<file path="src/rtl/mccoy_host.sv">
// Host driver for the McCoy 6-bit core: program memory, core clock/reset generation, PC/x8 capture.
// Instruction follows a PC sample by 1 cycle; no backpressure, the core clock runs freely at 2*DIV cycles per period.
module mccoy_host #(
  parameter int DIV = 2
) (
  input  logic       clk,
  input  logic       reset,
  input  logic       wr_en,
  input  logic [5:0] wr_addr,
  input  logic [5:0] wr_data,
  input  logic       start,
  input  logic       stop,
  input  logic [7:0] max_steps,
  input  logic [7:0] core_out,
  output logic [7:0] core_in,
  output logic [5:0] pc_val,
  output logic [5:0] x8_val,
  output logic       x8_valid,
  output logic [7:0] step_cnt,
  output logic       running,
  output logic       done
);

  localparam int PW = (DIV > 2) ? $clog2(DIV) : 1;

  typedef enum logic [1:0] {IDLE, RST_CORE, RUN, DONE} state_t;

  state_t         state, state_nxt;
  logic [5:0]     mem [0:63];
  logic [PW-1:0]  ph_cnt;
  logic           cclk;
  logic [1:0]     rst_tog;
  logic [5:0]     instr;
  logic           seen_rise;
  logic           stop_pend;
  logic           ph_last;
  logic           hi_sample;
  logic           lo_sample;
  logic           run_end;
  logic           rst_end;
  logic [7:0]     step_nxt;
  logic           core_out_unused;

  assign core_out_unused = ^core_out[7:6];

  assign ph_last   = (ph_cnt == PW'(DIV - 1));
  assign step_nxt  = step_cnt + 8'd1;
  assign hi_sample = (state == RUN) && ph_last && cclk;
  assign lo_sample = (state == RUN) && ph_last && !cclk && seen_rise;
  // A stop arriving on the sample cycle itself also ends the run there.
  assign run_end   = lo_sample &&
                     (((max_steps != 8'd0) && (step_nxt == max_steps)) || stop_pend || stop);
  assign rst_end   = (state == RST_CORE) && ph_last && (rst_tog == 2'd3);

  always_ff @(posedge clk) begin
    if (!reset) state <= IDLE;
    else        state <= state_nxt;
  end

  always_comb begin
    state_nxt = state;
    case (state)
      IDLE:     if (start)   state_nxt = RST_CORE;
      RST_CORE: if (rst_end) state_nxt = RUN;
      RUN:      if (run_end) state_nxt = DONE;
      DONE:                  state_nxt = IDLE;
      default:               state_nxt = IDLE;
    endcase
  end

  always_ff @(posedge clk) begin
    if (state == IDLE && wr_en) mem[wr_addr] <= wr_data;
  end

  always_ff @(posedge clk) begin
    if (!reset) begin
      ph_cnt    <= '0;
      cclk      <= 1'b0;
      rst_tog   <= 2'd0;
      instr     <= 6'd0;
      seen_rise <= 1'b0;
      stop_pend <= 1'b0;
      pc_val    <= 6'd0;
      x8_val    <= 6'd0;
      x8_valid  <= 1'b0;
      step_cnt  <= 8'd0;
      done      <= 1'b0;
    end else begin
      x8_valid <= 1'b0;
      done     <= (state == DONE);
      case (state)
        IDLE: begin
          ph_cnt <= '0;
          cclk   <= 1'b0;
          if (start) begin
            step_cnt  <= 8'd0;
            pc_val    <= 6'd0;
            x8_val    <= 6'd0;
            stop_pend <= 1'b0;
            seen_rise <= 1'b0;
            rst_tog   <= 2'd0;
          end
        end
        RST_CORE: begin
          ph_cnt <= ph_last ? '0 : ph_cnt + PW'(1);
          if (ph_last) begin
            cclk    <= ~cclk;
            rst_tog <= rst_tog + 2'd1;
          end
          if (rst_end) instr <= mem[0];
        end
        RUN: begin
          ph_cnt <= ph_last ? '0 : ph_cnt + PW'(1);
          if (stop) stop_pend <= 1'b1;
          if (ph_last && !run_end) cclk <= ~cclk;
          // End of high phase: PC is on the bus; fetch so the instruction is stable before the next rise.
          if (hi_sample) begin
            pc_val    <= core_out[5:0];
            instr     <= mem[core_out[5:0]];
            seen_rise <= 1'b1;
          end
          if (lo_sample) begin
            x8_val   <= core_out[5:0];
            x8_valid <= 1'b1;
            step_cnt <= step_nxt;
          end
        end
        DONE: begin
          ph_cnt <= '0;
          cclk   <= 1'b0;
        end
        default: begin
          ph_cnt <= '0;
          cclk   <= 1'b0;
        end
      endcase
    end
  end

  always_comb begin
    core_in = {6'd0, 1'b1, 1'b0};
    case (state)
      RST_CORE: core_in = {6'd0, 1'b1, cclk};
      RUN:      core_in = {instr, 1'b0, cclk};
      default:  core_in = {6'd0, 1'b1, 1'b0};
    endcase
  end

  assign running = (state == RST_CORE) || (state == RUN);

endmodule
</file>
<file path="config.mk">
export PLATFORM = sky130hd
export DESIGN_NAME = mccoy_host
export DESIGN_NICKNAME = d
export VERILOG_FILES = /design/src/rtl/mccoy_host.sv
export SDC_FILE = /design/constraint.sdc
export NUM_CORES = 1
export LEC_CHECK = 0
export BUFFER_PORTS_ARGS = -buffer_cell sky130_fd_sc_hd__buf_4
export CORE_MARGIN = 4
export CORE_UTILIZATION = 50
export DETAILED_ROUTE_END_ITERATION = 6
export GPL_ROUTABILITY_DRIVEN = 0
export GPL_TIMING_DRIVEN = 0
export PLACE_DENSITY = 0.67
export SYNTH_ARGS = -nofsm -noshare
export SYNTH_HDL_FRONTEND = slang
export SYNTH_SLANG_ARGS = --single-unit
export TNS_END_PERCENT = 100
</file>
<file path="constraint.sdc">
create_clock -name clk -period 4.96 [get_ports clk]
set_clock_uncertainty 0.1 [all_clocks]
set_input_delay 0.496 -clock clk [delete_from_list [all_inputs] [get_ports clk]]
set_output_delay 0.496 -clock clk [all_outputs]
set_load 0.05 [all_outputs]
</file>
# After elaboration in Yosys (flattened, before gate mapping)
# Memories as Yosys holds them, arrays and structs flattened.
# Cells that the tools add are included.
[totals]
reg_bits = 36
ram_bits = 384
input_bits = 33
output_inout_bits = 31
elab_cells = 92
memories = 1
[memory_table]
columns = ["name", "depth", "word_bits", "rd", "rd_clocked_by_memory_dff", "wr", "line_no", "text"]
rows = [
  ["mem", 64, 6, 2, 0, 1, "29", "logic [5:0] mem [0:63];"],
]
[classes]
n_addsub = 3
eq_ne = 13
n_mux = 32
n_bitwise = 1
n_reduce_logical = 30
[op_table]
columns = ["op", "n"]
rows = [
  ["case mux 6 bit (2 select lines)", 3],
  ["case mux 8 bit (2 select lines)", 2],
  ["2-to-1 mux 6 bit", 5],
  ["AND reduction 3 bit", 6],
  ["2-to-1 mux 8 bit", 2],
  ["!= test 2 bit (second input constant)", 7],
  ["logical AND 1 bit", 10],
  ["2-to-1 mux 2 bit", 5],
  ["2-to-1 mux 1 bit", 9],
  ["adder 8 x 1 -> 8 bit (second input constant)", 1],
  ["equality test 8 bit", 1],
  ["case mux 2 bit (4 select lines)", 1],
  ["nonzero test 8 bit", 1],
  ["equality test 2 bit (second input constant)", 3],
  ["case mux 1 bit (2 select lines)", 3],
  ["nonzero test 2 bit", 3],
  ["case mux 2 bit (2 select lines)", 1],
  ["AND reduction 2 bit", 2],
  ["OR reduction 2 bit", 2],
  ["logical OR 1 bit", 3],
  ["case mux 1 bit (3 select lines)", 1],
  ["adder 2 x 1 -> 2 bit (second input constant)", 1],
  ["equality test 2 x 1 -> 1 bit (second input constant)", 1],
  ["zero test 1 bit", 2],
  ["other kinds (4)", 4],
]

# Depth between registers and ports, before layout
# Gate-level depths: netlist (run 1).
[depth]
word_depth = 10
depth_mapped = 9
mapped_depth_nobuf = 8

# Worst setup path before layout (run 1)
# No wires, ideal clock.
[synth_timing]
path_type = "register -> register"
startpoint = "register step_cnt[0]"
endpoint = "register cclk"
setup_time_ns = 0.118
arrival_time_ns = 2.408
required_time_ns = 4.742
path_slack_ns = 2.333
path_stages_with_launch = 9
path_buffers = 1
period_less_slack_ns = 2.627
path_cell_list = "dfxtp_1 ha_1 and3_4 buf_6 a21oi_1 or4b_4 nor4_4 or4b_2 a21oi_1"
[synth_via]
elab_chain_len = 10
[synth_lines]
columns = ["element", "line_no", "text"]
rows = [
  ["from (decl)", "19", "output logic [7:0] step_cnt,"],
  ["from (signal assigned)", "125", "step_cnt <= step_nxt;"],
  ["adder 8 x 1 -> 8 bit", "47", "assign step_nxt = step_cnt + 8'd1;"],
  ["equality test 8 bit", "52", "(((max_steps != 8'd0) && (step_nxt == max_steps)) || stop_pend || stop);"],
  ["logical AND 1 bit", "52", ""],
  ["logical OR 1 bit (2 in series)", "52", ""],
  ["logical AND 1 bit", "51", "assign run_end = lo_sample &&"],
  ["zero test 1 bit", "115", "if (ph_last && !run_end) cclk <= ~cclk;"],
  ["logical AND 1 bit", "115", ""],
  ["!= test 2 x 1 -> 1 bit (no line)", "-", ""],
  ["AND reduction 2 bit (no line)", "-", ""],
  ["to (signal assigned)", "107", "cclk <= ~cclk;"],
  ["to (signal assigned)", "115", ""],
  ["to (decl)", "31", "logic cclk;"],
]
# Every way passes these cells.
# A chain may end at the register's enable or synchronous reset.

# Worst setup path after layout (run 1)
[layout_timing]
startpoint = "register state[0]"
endpoint = "memory mem[8][1], enable pin"
[layout_via]
elab_chain_len = 4
[layout_lines]
columns = ["element", "line_no", "text"]
rows = [
  ["from (decl)", "28", "state_t state, state_nxt;"],
  ["from (signal assigned)", "57", "else state <= state_nxt;"],
  ["zero test 2 bit", "72", "if (state == IDLE && wr_en) mem[wr_addr] <= wr_data;"],
  ["logical AND 1 bit", "72", ""],
  ["2-to-1 mux 1 bit", "72", ""],
  ["2-to-1 mux 1 bit (implied by the code)", "72", ""],
  ["to (decl)", "29", ""],
]
# Every way passes these cells.

==> flow_metrics.py, run 1 <==
metrics = {
    "status": {
        "status": "finished clean",
    },
    "floorplanning": {
        "dieArea_um2": 36600,
        "fp.coreArea_um2": 32900,
        "num_rows": 66,
        "die_h_um": 191,
        "start_util": 0.512,
        "io_pins": 64,
        "fp.dieW_um": 191,
    },
    "sta": {
        "min_period_over_period": 0.593,
        "slew_violations": 0,
        "tightest_slew_ps": 817,
        "setup_violations": 0,
        "fmax_mhz": 340,
        "fin_tns_setup_ps": 0,
        "rsz0062_at_grt": "false",
        "hold-worst-slack_ps": 157,
        "slew_headroom": 0.455,
        "min_period_ps": 2940,
        "final_hold_viol_count": 0,
    },
    "cts": {
        "clk_path_buf_depth": 3,
        "root_buffer": "clkbuf_16",
        "cts_hold_buf": 0,
        "cts_resized": 0,
        "cts_max_level": 2,
        "post-cts-setup-buffers": 0,
        "cts.sinks": 420,
        "clkTransAtPathRegs_ps": 60,
        "numCtsBuffers": 43,
        "clock_latency_ps": 530,
        "cts_tree": "yes",
    },
    "synthesis": {
        "syn_area_um2": 16800,
        "yosysSeqAreaShare": 0.729,
        "syn_inst": 938,
        "synth.avg_cell_area_um2": 17.9,
        "synth-main-ff-cell": "edfxtp_1",
        "synth_area_leader_cell": "edfxtp_1",
        "synth_warnings": 0,
        "netlist_top_cells_area": "edfxtp_1 (69%), mux4_2 (13%), dfxtp_1 (4.3%)",
        "ys_types": 50,
        "synth_edf_count": 384,
        "synth_fp_nets": 979,
        "ys_async_sr_fraction": 0,
        "synthMostInstantiatedCell": "edfxtp_1",
        "yosys-top-cells-count": "edfxtp_1 (384), mux4_2 (96), nor2_1 (93)",
        "synth-seq-cells": 420,
        "synth_top_area_share": 0.686,
    },
    "critical_path": {
        "path_max_fanout": 8,
        "slowest_delay_ps": 680,
        "required_ps": 5100,
        "arrival_ps": 3080,
        "critPathTopFamily": "simple AND/OR/NAND/NOR gates",
        "critPathKind": "register to register",
        "rr_startpoint": "state[0]",
        "cp_cell_sequence": "inv_1 > ha_1 > nand2_1 > nor2_1 > nand3b_1 > nor4_1 > buf_2",
        "critPathCaptureType": "register",
        "crit_path_start_kind": "register",
        "startpoint": "state[0]",
        "path_buf_inv": 2,
        "slowest_stage": "nor4_1",
    },
    "route": {
        "routed.top_layer": "met4",
        "wl_met1_um": 16300,
        "wl_per_cell_um": 25.6,
        "routed_wl_um": 38700,
        "dr.pass1.iters": 5,
        "met2WireLength_um": 17900,
        "post-route-drc-count": 0,
        "vias_per_cell": 6.04,
        "route.met3.wl_um": 3290,
        "vias": 9127,
        "drt_iter0_markers": 1014,
        "ant_nets": 0,
    },
    "global_routing": {
        "grt_pass1_wl_um": 58000,
        "grt_pass1_vias": 9195,
        "grt.total_usage": 0.215,
        "grt_antenna_before_repair": 1,
        "grt_max_degree": 65,
        "grt_overflow": 0,
    },
    "place": {
        "dpl.hpwl_um": 24800,
        "place.port_buffers": 54,
    },
    "hold_path": {
        "hp-start": "reset",
        "hp-class": "input port to register",
    },
    "pwr": {
        "peakVddDrop_mv": 0.381,
        "power.total_mw": 7.71,
        "p_leak_nw": 6.02,
        "power_density_nw_per_um2": 405,
    },
    "flow_run": {
        "drv_cap": 0,
    },
    "cells_and_area": {
        "nets": 1079,
        "antenna_cells": 0,
        "syn_to_final_growth_pct": 13.3,
        "drive_gt1_frac": 0.218,
    },
}
[registers in the layout (all words and copies together), names as in the netlist]
signal     cells
ph_cnt         1
mem          384
cclk           1
seen_rise      1
x8_valid       1
x8_val         6
rst_tog        2
state          2
done           1
pc_val         6
instr          6
step_cnt       8
stop_pend      1
[cell type report]
class / count / area (um2)
inverter: 7 / 26.3
tap: 442 / 553
clock inverter: 22 / 148
timing repair buffer: 55 / 410
sequential: 420 / 12300
multi-input combinational: 450 / 4250
fill: 2543 / 13800
buffer: 61 / 287
clock buffer: 55 / 1120
[metrics by stage]
step | utilization | cells | instance area [um2] | setup WS (ps)
floorplan | - | 938 | 16800 | 2330
global placement | 0.541 | 1434 | 17800 | 1630
detailed placement | 0.541 | 1435 | 17800 | 1590
CTS | 0.579 | 1512 | 19000 | 2060
global route | 0.579 | 1512 | 19000 | 1850
finish | 0.579 | 1512 | 19000 | 2020
[placed cells by master, fill, tap and decap left out, types with 10 or more instances in the layout]
master,count
edfxtp_1,384
mux4_2,96
nor2_1,93
a22oi_1,57
buf_4,56
clkbuf_1,54
a21oi_1,47
clkbuf_16,43
dfxtp_1,36
nand2_1,17
clkinv_1,17
o21ai_0,12
buf_2,11
and2_1,10
[worst register-to-register path, stage by stage (launching register included)]
cell and delay (ps):
dfxtp_1 330, inv_1 150, ha_1 430, nand2_1 230, nor2_1 180, nand3b_1 230
nor4_1 680, buf_2 310
[worst paths after layout]
kind	depth (start not counted)	endpoint	slack (ps)
worst min register to register	2	pc_val[4]	380
worst min-delay path	3	instr[5]	160
worst max-delay path	7	mem[8][1]	2020
worst max register to register	7	mem[8][1]	2020
[report_power, final]
part | switching, mW | internal (mW)
sequential | 0.0310 | 3.92
combinational | 0.543 | 0.262
clock | 1.26 | 1.69
[logic make-up after synthesis]
kind of cell	count (synthesis)	synth area share
muxes	98	0.130
buffers and inverters	68	0.0186
and+or+nand+nor	191	0.0571
adders and majority gates	8	0.00595
DFF	420	0.729
xor gates and xnor gates	8	0.00417
AOI/OAI and AO/OA	145	0.0557
[metal layers]
metal	GRT usage	up-vias
met1	0.311	4673
met3	0.0457	88
met4	0.0671	0
met2	0.333	399
li1	-	3967
met5	0	-
Power figures use the tool's default switching activity.
==> run 2, diff against run 1 <==
Settings changed: PLACE_DENSITY 0.67 to 0.69.
Clock period 4.96 ns to 2.7 ns, I/O delays scaled along.
==> flow_metrics.py, run 2 (same netlist as run 1, synthesis figures left out) <==
metrics = {
    "status": {
        "status": "finished clean",
    },
    "cells_and_area": {
        "largest_reg_flops": 384,
        "top_register": "mem",
        "nets": 1083,
        "syn_to_final_growth_pct": 15.0,
        "layout_common_cells": "edfxtp_1 (384), mux4_2 (96), a22oi_1 (57)",
        "layout_commonest_cell": "edfxtp_1",
        "reg_top3": "mem x384, step_cnt x8",
        "fin_util": 0.589,
        "antenna_cells": 0,
        "drive_gt1_frac": 0.264,
        "final_cells": 1517,
    },
    "route": {
        "post-route-drc-count": 0,
        "ant_nets": 0,
        "drt_iter0_markers": 911,
        "vias_per_cell": 5.94,
        "vias": 9008,
        "wl_per_cell_um": 24.7,
        "dr.pass1.iters": 5,
        "routed_wl_um": 37500,
    },
    "place": {
        "dpl.hpwl_um": 24300,
        "dp_slack_ps": -214,
        "place.port_buffers": 54,
        "placed_cells": 1435,
    },
    "floorplanning": {
        "die_h_um": 191,
        "start_util": 0.512,
        "io_pins": 64,
        "fp.coreArea_um2": 32900,
        "num_rows": 66,
        "dieArea_um2": 36600,
        "fp.dieW_um": 191,
    },
    "critical_path": {
        "arrival_ps": 2720,
        "critPathCaptureType": "register",
        "rr_worst_depth": 6,
        "rrSetupSlack_ps": 60,
        "startpoint": "state[0]",
        "crit_path_start_kind": "register",
        "path_buf_inv": 2,
        "rr_startpoint": "state[0]",
        "required_ps": 2780,
        "cp_cell_sequence": "inv_1 > ha_2 > nand2_1 > or2_2 > clkbuf_1 > nor2_2",
        "path_max_fanout": 7,
        "slowest_delay_ps": 480,
        "slowest_stage": "nor2_2",
        "critPathKind": "register to register",
        "critPathTopFamily": "simple AND/OR/NAND/NOR gates",
        "r2r-end": "mem[62][3]",
    },
    "global_routing": {
        "grt_overflow": 0,
        "grt_max_degree": 65,
        "grt.total_usage": 0.208,
        "grt_antenna_before_repair": 0,
        "grt_pass1_vias": 9172,
        "grt_pass1_wl_um": 56600,
    },
    "cts": {
        "clock_latency_ps": 530,
        "numCtsBuffers": 42,
        "cts.sinks": 420,
        "cts_tree": "yes",
        "cts_max_level": 2,
        "root_buffer": "clkbuf_16",
        "clk_path_buf_depth": 3,
        "clkTransAtPathRegs_ps": 60,
    },
    "pwr": {
        "p_comb_frac": 0.103,
        "switching_share": 0.233,
        "p_switching_mw": 3.37,
        "power.total_mw": 14.5,
        "peakVddDrop_mv": 0.524,
        "pwr-share-clk": 0.395,
        "p_int_mw": 11.1,
        "seq_power_share": 0.502,
        "p_leak_nw": 6.09,
        "power_density_nw_per_um2": 747,
    },
    "sta": {
        "min_period_ps": 2640,
        "fmax_mhz": 378,
        "final_hold_viol_count": 0,
        "rsz0062_at_grt": "true",
        "fin_ws_ps": 56.6,
        "setup_violations": 0,
        "tightest_slew_ps": 923,
        "slew_headroom": 0.385,
        "slew_violations": 0,
        "min_period_over_period": 0.979,
    },
    "hold_path": {
        "hp-start": "start",
        "hp-class": "input port to register",
        "hold_end": "stop_pend",
        "hold_depth": 4,
    },
    "flow_run": {
        "drv_cap": 0,
    },
}
==> run 2: cell count changes in the layout (fill, tap and decap cells not counted), moves of 3 or more <==
cell           before  now
clkinv_1           17    8
nor2_4              0    8
dlygate4sd3_1       0    6
nor2_1             93   52
nor2_2              0   33
clkinv_2            2    5
==> run 2: power by group through the flow <==
stage | clock network [mW] | registers (mW) | logic [mW]
2_1_floorplan | 0 | 7.41 | 0.925
3_3_place_gp | 0 | 7.39 | 1.43
3_5_place_dp | 0 | 7.40 | 1.45
4_1_cts | 5.79 | 7.26 | 1.47
5_1_grt | 6.06 | 7.27 | 1.63
6_report | 5.71 | 7.26 | 1.49
==> run 2: what timing repair did <==
| item | CTS | global route |
|---|---|---|
| hold endpoints to repair | 8 | 0 |
| resized for setup | 10 | 42 |
| setup buffers | 0 | 0 |
| hold buffers | 6 | 0 |
| setup endpoints to repair | 160 | 353 |
| pin swaps | 0 | 0 |
==> run 2: worst max-delay path by stage <==
stage / end / cells past startpoint
final: mem[62][3] / 6
after global routing: mem[37][0] / 6
after CTS: mem[62][5] / 6
after detailed placement: instr[0] / 8
after global placement: mem[8][1] / 6
after floorplan: cclk / 8
==> run 2: worst register-to-register path: stages (launching register included) <==
cell      delay (ps)
dfxtp_1          330
inv_1            150
ha_2             330
nand2_1          170
or2_2            330
clkbuf_1         400
nor2_2           480
==> run 2: stage by stage <==
step	TNS [ps]	hold slack (ps)	area, um2
floorplan	0	269	16800
global placement	-6090	371	17800
detailed placement	-6760	387	17800
CTS	-7490	27.9	19200
global route	-1990	54.4	19300
finish	0	54.9	19300
==> run 2: metal layers <==
layer	part of all wire	up-vias	GRT usage	wire [um]
met5	0	-	0	0
met2	0.46	423	0.327	17400
met4	0.030	0	0.0638	1120
met3	0.093	76	0.0475	3500
li1	-	3982	-	-
met1	0.41	4527	0.296	15500
==> run 2: layout make-up <==
class                      count  area (um2)
buffer                        60         283
clock buffer                  61        1210
clock inverter                16         150
fill                        2484       13500
inverter                       7        26.3
multi-input combinational    450        4400
sequential                   420       12300
tap                          442         553
timing repair buffer          61         470
